--- src/rtl/conv12_pkg.sv ---
// Shared sizes and fill-state encoding for the 12x12 convolution frame loader.
package conv12_pkg;
  localparam int PIX_W   = 2;
  localparam int ROWS    = 12;
  localparam int COLS    = 12;
  localparam int ROW_W   = COLS * PIX_W;
  localparam int FRAME_W = ROWS * ROW_W;
  localparam int FILT_W  = 9 * PIX_W;
  localparam int CNT_W   = 4;

  typedef enum logic {
    FILL = 1'b0,
    FULL = 1'b1
  } fill_state_e;
endpackage

--- src/rtl/conv12_frame_loader_if.sv ---
// Row input, filter write and frame output handshakes of the frame loader.
interface conv12_frame_loader_if;
  import conv12_pkg::*;

  logic               row_valid;
  logic               row_ready;
  logic               row_first;
  logic [ROW_W-1:0]   row_data;
  logic               flt_we;
  logic [FILT_W-1:0]  flt_data;
  logic               frame_valid;
  logic               frame_ready;
  logic [FRAME_W-1:0] frame_out;
  logic [FILT_W-1:0]  filter_out;
  logic               resync;

  modport master (
    output row_valid, row_first, row_data, flt_we, flt_data, frame_ready,
    input  row_ready, frame_valid, frame_out, filter_out, resync
  );

  modport slave (
    input  row_valid, row_first, row_data, flt_we, flt_data, frame_ready,
    output row_ready, frame_valid, frame_out, filter_out, resync
  );
endinterface

--- src/rtl/conv12_row_store.sv ---
// 12-row fill register: one row written per cycle, whole frame readable flat.
module conv12_row_store
  import conv12_pkg::*;
(
  input  logic               clk,
  input  logic               rst_n,
  input  logic               wr_en,
  input  logic [CNT_W-1:0]   wr_idx,
  input  logic [ROW_W-1:0]   wr_data,
  output logic [FRAME_W-1:0] rd_frame
);
  generate
    for (genvar gi = 0; gi < ROWS; gi++) begin : g_row
      logic [ROW_W-1:0] row_q;
      logic [ROW_W-1:0] row_d;

      always_comb begin
        row_d = row_q;
        if (wr_en && (wr_idx == CNT_W'(gi))) row_d = wr_data;
      end

      always_ff @(posedge clk or negedge rst_n) begin
        if (!rst_n) row_q <= '0;
        else        row_q <= row_d;
      end

      assign rd_frame[ROW_W*gi +: ROW_W] = row_q;
    end
  endgenerate
endmodule

--- src/rtl/conv12_frame_loader.sv ---
// Assembles 12 rows into a frame and hands it, with its bound filter, to the
// convolution stage through a registered valid/ready output (two-deep buffering).
module conv12_frame_loader
  import conv12_pkg::*;
(
  input  logic                  clk,
  input  logic                  rst_n,
  conv12_frame_loader_if.slave  bus
);
  fill_state_e        state_q, state_d;
  logic [CNT_W-1:0]   row_cnt_q, row_cnt_d;
  logic               frame_valid_q, frame_valid_d;
  logic [FRAME_W-1:0] frame_out_q, frame_out_d;
  logic [FILT_W-1:0]  filter_out_q, filter_out_d;
  logic [FILT_W-1:0]  shadow_q, shadow_d;
  logic               resync_q, resync_d;

  logic               row_acc;
  logic               xfer;
  logic               wr_en;
  logic [CNT_W-1:0]   wr_idx;
  logic [FRAME_W-1:0] fill_frame;

  conv12_row_store u_store (
    .clk      (clk),
    .rst_n    (rst_n),
    .wr_en    (wr_en),
    .wr_idx   (wr_idx),
    .wr_data  (bus.row_data),
    .rd_frame (fill_frame)
  );

  always_comb begin
    state_d       = state_q;
    row_cnt_d     = row_cnt_q;
    frame_valid_d = frame_valid_q;
    frame_out_d   = frame_out_q;
    filter_out_d  = filter_out_q;
    shadow_d      = shadow_q;
    resync_d      = 1'b0;

    row_acc = bus.row_valid && (state_q == FILL);
    xfer    = (state_q == FULL) && (!frame_valid_q || bus.frame_ready);
    wr_en   = row_acc;
    wr_idx  = bus.row_first ? '0 : row_cnt_q;

    if (row_acc) begin
      if (bus.row_first) begin
        // A new frame start restarts the fill; any partial frame is dropped.
        row_cnt_d = CNT_W'(1);
        resync_d  = (row_cnt_q != '0);
      end else if (row_cnt_q == CNT_W'(ROWS - 1)) begin
        row_cnt_d = '0;
        state_d   = FULL;
      end else begin
        row_cnt_d = row_cnt_q + CNT_W'(1);
      end
    end

    if (xfer) begin
      state_d       = FILL;
      frame_out_d   = fill_frame;
      filter_out_d  = shadow_q;
      frame_valid_d = 1'b1;
    end else if (frame_valid_q && bus.frame_ready) begin
      frame_valid_d = 1'b0;
    end

    // The old shadow has already been sampled above if a transfer coincides.
    if (bus.flt_we) shadow_d = bus.flt_data;
  end

  always_ff @(posedge clk or negedge rst_n) begin
    if (!rst_n) begin
      state_q       <= FILL;
      row_cnt_q     <= '0;
      frame_valid_q <= 1'b0;
      frame_out_q   <= '0;
      filter_out_q  <= '0;
      shadow_q      <= '0;
      resync_q      <= 1'b0;
    end else begin
      state_q       <= state_d;
      row_cnt_q     <= row_cnt_d;
      frame_valid_q <= frame_valid_d;
      frame_out_q   <= frame_out_d;
      filter_out_q  <= filter_out_d;
      shadow_q      <= shadow_d;
      resync_q      <= resync_d;
    end
  end

  assign bus.row_ready   = (state_q == FILL);
  assign bus.frame_valid = frame_valid_q;
  assign bus.frame_out   = frame_out_q;
  assign bus.filter_out  = filter_out_q;
  assign bus.resync      = resync_q;
endmodule
--- src/flat_wrapper.sv ---
// flat-port wrapper written by rule: the top's interface ports become plain ports
module conv12_frame_loader_flat import conv12_pkg::*;
  (clk, rst_n, bus_row_valid, bus_row_first, bus_row_data, bus_flt_we, bus_flt_data, bus_frame_ready, bus_row_ready, bus_frame_valid, bus_frame_out, bus_filter_out, bus_resync);
  conv12_frame_loader_if bus_i ();
  input  logic clk;
  input  logic rst_n;
  input wire logic [$bits(bus_i.row_valid)-1:0] bus_row_valid;
  input wire logic [$bits(bus_i.row_first)-1:0] bus_row_first;
  input wire logic [$bits(bus_i.row_data)-1:0] bus_row_data;
  input wire logic [$bits(bus_i.flt_we)-1:0] bus_flt_we;
  input wire logic [$bits(bus_i.flt_data)-1:0] bus_flt_data;
  input wire logic [$bits(bus_i.frame_ready)-1:0] bus_frame_ready;
  output wire logic [$bits(bus_i.row_ready)-1:0] bus_row_ready;
  output wire logic [$bits(bus_i.frame_valid)-1:0] bus_frame_valid;
  output wire logic [$bits(bus_i.frame_out)-1:0] bus_frame_out;
  output wire logic [$bits(bus_i.filter_out)-1:0] bus_filter_out;
  output wire logic [$bits(bus_i.resync)-1:0] bus_resync;
  assign bus_i.row_valid = bus_row_valid;
  assign bus_i.row_first = bus_row_first;
  assign bus_i.row_data = bus_row_data;
  assign bus_i.flt_we = bus_flt_we;
  assign bus_i.flt_data = bus_flt_data;
  assign bus_i.frame_ready = bus_frame_ready;
  assign bus_row_ready = bus_i.row_ready;
  assign bus_frame_valid = bus_i.frame_valid;
  assign bus_frame_out = bus_i.frame_out;
  assign bus_filter_out = bus_i.filter_out;
  assign bus_resync = bus_i.resync;
  conv12_frame_loader u_core (.clk(clk), .rst_n(rst_n), .bus(bus_i));
endmodule
--- config.mk ---
export PLATFORM = sky130hd
export DESIGN_NAME = conv12_frame_loader_flat
export DESIGN_NICKNAME = d
export VERILOG_FILES = /design/src/rtl/conv12_pkg.sv /design/src/rtl/conv12_frame_loader_if.sv /design/src/rtl/conv12_row_store.sv /design/src/rtl/conv12_frame_loader.sv /design/src/flat_wrapper.sv
export SDC_FILE = /design/constraint.sdc
export NUM_CORES = 1
export LEC_CHECK = 0
export CELL_PAD_IN_SITES_DETAIL_PLACEMENT = 1
export CELL_PAD_IN_SITES_GLOBAL_PLACEMENT = 1
export CORE_MARGIN = 4
export CORE_UTILIZATION = 46
export CTS_CLUSTER_SIZE = 30
export DETAILED_ROUTE_END_ITERATION = 8
export HOLD_SLACK_MARGIN = 0.15
export PLACE_DENSITY_LB_ADDON = 0.1
export SLEW_MARGIN = 20
export SYNTH_ARGS = -nofsm -noshare
export SYNTH_HDL_FRONTEND = slang
export SYNTH_HIERARCHICAL = 1
export SYNTH_SLANG_ARGS = --single-unit
export TNS_END_PERCENT = 100
--- constraint.sdc ---
create_clock -name clk -period 2.5 [get_ports clk]
set_clock_uncertainty 0.05 [all_clocks]
set_input_delay 0.625 -clock clk [delete_from_list [all_inputs] [get_ports clk]]
set_output_delay 0.625 -clock clk [all_outputs]
set_load 0.05 [all_outputs]
==> results_dict.tcl <==
set metrics [dict create \
    cp_max_fo 2 \
    overflow 0 \
    yosys.area.top_type "dfrtp_1" \
    dr.pass1.iters 4 \
    fin_nets 1857 \
    gp_congestion 0.752 \
    period_share_pct 97.9 \
    internal_power_w 0.0278 \
    drt-initial-drc-count 552 \
    crit_chain "clkdlybuf4s50_1" \
    crit_slowest_cell "clkdlybuf4s50_1" \
    min_path_type "reg -> reg" \
    clk_pin_slew_ns 0.06 \
    holdWs_ns 0.442 \
    finalSetupTns_ns 0 \
    initial_core_util_pct 46.4 \
    ant_nets 0 \
    grt_max_degree 77 \
    worstPathArrival_ns 1.77 \
    postSynthAreaPerCell_sq_um 17.8 \
    synthToLayoutAreaGrowth_pct 29.2 \
    grt_pass1_vias 14900 \
    clkLatencyLatePin_ns 0.58 \
    hold_viol 0 \
    period_minus_slack_ns 2.45 \
    cts.htree.levels 3 \
    max_freq_ghz 0.409 \
    synth_xor_area_share_pct 0 \
    yosysWarnings 6 \
    synth-edff-count 0 \
    critical_path_buf_inv_count 1 \
    boundaryPins 357 \
    synthFlopType "dfrtp_1" \
    grt_pass1_wl_um 94200 \
    critPathLaunchType "flop" \
    synthTopCellsByArea "dfrtp_1, mux2_4, mux2_2, buf_6, buf_2" \
    slowest_delay_ns 0.82 \
    max-slew-margin-rel_pct 57.8 \
    avgRoutedWirePerCell_um 24.2 \
    ys_seq_area_share_pct 63.5 \
    synth_area_sq_um 24400 \
    power_w 0.0450 \
    ys_ff_latch 619 \
    cp_top_family "buffers and inverters" \
    synth_top_family_by_area "multiplexers" \
    cts_max_path_buffers 3 \
    root_buffer "clkbuf_16" \
    dieArea_sq_um 56800 \
    hpwl_um 41600 \
    tritoncts "built" \
    fp-row-count 84 \
    clkPwrFrac_pct 21.2 \
    cts_sinks 619 \
    grt_util_all_layers_pct 21.7 \
    synth_compound_area_share_pct 0.210 \
    p_seq_share_pct 36.4 \
    synthArstFlopShare_pct 100 \
    end_kind "output port" \
    grt_antenna_before_repair 4 \
    yosys.area_share.simple_pct 1.06 \
    die_w_um 238 \
    switching_power_w 0.0172 \
    drive_gt1_share_pct 44.7 \
    crit_required_ns 1.82 \
    worstSetupPathType "reg -> out" \
    worst_slew_pin_slew_ns 0.630 \
    coreArea_sq_um 52600 \
    power_frac_comb_pct 42.4 \
    wirelength_um 61400 \
    setup_viol 0 \
    swShare_pct 38.2 \
    num_vias 13100 \
    outcome "complete, no violations" \
    hold_path_depth 1 \
    leakage_nw 16.2 \
    ys_top_cells_by_count "dfrtp_1, mux2_2, mux2_4" \
    drv_cap 0 \
    slew_viol_final 0 \
    pwr_density_cell_nw_per_um2 1430 \
    r2r.worst_path.cells 5 \
    fin_area_sq_um 31500 \
    chipHeight_um 238 \
    netlist_instances 1373 \
    yosys.cell_count.top_type "dfrtp_1" \
    critical_path_depth 1 \
    ys_types 31 \
    rsz0062_at_grt "false" \
    syn_nets 1423 \
    numCtsBuffers 67 \
    synth_fa_ha_area_share_pct 0.103 \
    drcViolationCount 0 \
    yosys-mux-area-fraction_pct 32.4 \
    routed_via_density 5.15 \
    fillers 4700 \
    peakVddDrop_mv 0.776 \
    netlist.area_leader.share_pct 63.5 \
    port_buffers 356 \
    post_dp_cell_area_sq_um 29400 \
]
[final cells by class]
| cell class | instances | area, sq um | area share [%] |
|---|---|---|---|
| timing repair buffer | 455 | 4770 | 15.1 |
| clock buffer | 93 | 1950 | 6.18 |
| sequential | 619 | 15500 | 49.1 |
| inverter | 4 | 15.0 | 0.0476 |
| antenna | 5 | 12.5 | 0.0397 |
| tap | 688 | 861 | 2.73 |
| multi-input combinational | 660 | 8270 | 26.2 |
| clock inverter | 15 | 160 | 0.508 |
[what timing repair did]
item | in CTS | in global routing
gates cloned | 0 | 0
buffers inserted | 0 | 0
hold endpoints to repair | 27 | 0
gates resized for setup | 131 | 66
endpoints found under the setup margin | 131 | 66
hold buffers | 1 | 0
[cells in the final DEF, fill, tap and decap left out, drive strengths merged, types with 5 or more instances in the layout]
cell type / count
dfrtp: 619
mux2: 612
clkdlybuf4s50: 156
dlygate4sd2: 131
buf: 101
clkbuf: 93
dlymetal6s2s: 66
nor2: 11
clkinv: 10
nand2: 6
diode: 5
inv: 5
nand2b: 5
nand3b: 5
[kinds of logic (layout without fill, tap and decap cells)]
kind of cell | after synthesis | count (layout)
AOI/OAI and AO/OA | 8 | 8
adders and majority gates | 2 | 2
buffers and inverters | 94 | 567
DFF | 619 | 619
muxes | 612 | 612
other | 0 | 5
and+or+nand+nor | 38 | 38
[path summary, 6_finish.rpt]
path,startpoint,endpoint,slack [ns]
worst max-delay path,u_core/bus.frame_out[233]$_DFFE_PN0P_,bus_frame_out[233],0.05
worst min-delay path,u_core/u_store/g_row[1].row_q[16]$_DFFE_PN0P_,u_core/bus.frame_out[40]$_DFFE_PN0P_,0.44
worst max register to register,u_core/row_cnt_q[3]$_DFFE_PN0P_,u_core/u_store/g_row[8].row_q[8]$_DFFE_PN0P_,0.29
worst min register to register,u_core/u_store/g_row[1].row_q[16]$_DFFE_PN0P_,u_core/bus.frame_out[40]$_DFFE_PN0P_,0.44
max in group asynchronous,rst_n,u_core/bus.frame_out[89]$_DFFE_PN0P_,1.05
min in group asynchronous,rst_n,u_core/bus.frame_out[204]$_DFFE_PN0P_,0.48
[flip-flops by register name (all words and copies together) (netlist names)]
name and flops:
u_core/u_store/g_row.row_q 288, u_core/row_cnt_q 4, u_core/bus.frame_out 288, u_core/shadow_q 18
u_core/state_q 1, u_core/bus.filter_out 18, u_core/bus.frame_valid 1, u_core/bus.resync 1
[power groups by stage]
| stage | clock (W) | sequential (W) | combinational [W] |
|---|---|---|---|
| global route | 0.0103 | 0.0168 | 0.0199 |
| floorplan | 0 | 0.0223 | 0.00715 |
| detailed placement | 0 | 0.0166 | 0.0197 |
| CTS | 0.00984 | 0.0165 | 0.0193 |
| finish | 0.00956 | 0.0164 | 0.0191 |
| global placement | 0 | 0.0164 | 0.0194 |
[stage by stage]
| step | utilization (%) | std cells | setup WS, ns |
|---|---|---|---|
| 5_1_grt | 60.0 | 2534 | 0.000551 |
| 3_3_place_gp | 55.9 | 2425 | -0.267 |
| 6_report | 60.0 | 2539 | 0.0532 |
| 4_1_cts | 59.7 | 2534 | 0.000671 |
| 3_5_place_dp | 55.9 | 2425 | -0.399 |
| 2_1_floorplan | - | 1373 | 0.0951 |
[routing by layer]
layer / vias up / track usage [%] / share of wire (%)
li1: 5681 / - / -
met5: - / 0 / 0.021
met2: 285 / 36.0 / 49
met4: 2 / 3.99 / 1.4
met3: 69 / 5.76 / 5.6
met1: 7047 / 29.3 / 44
Note: power is estimated with default switching activity, not from simulation.
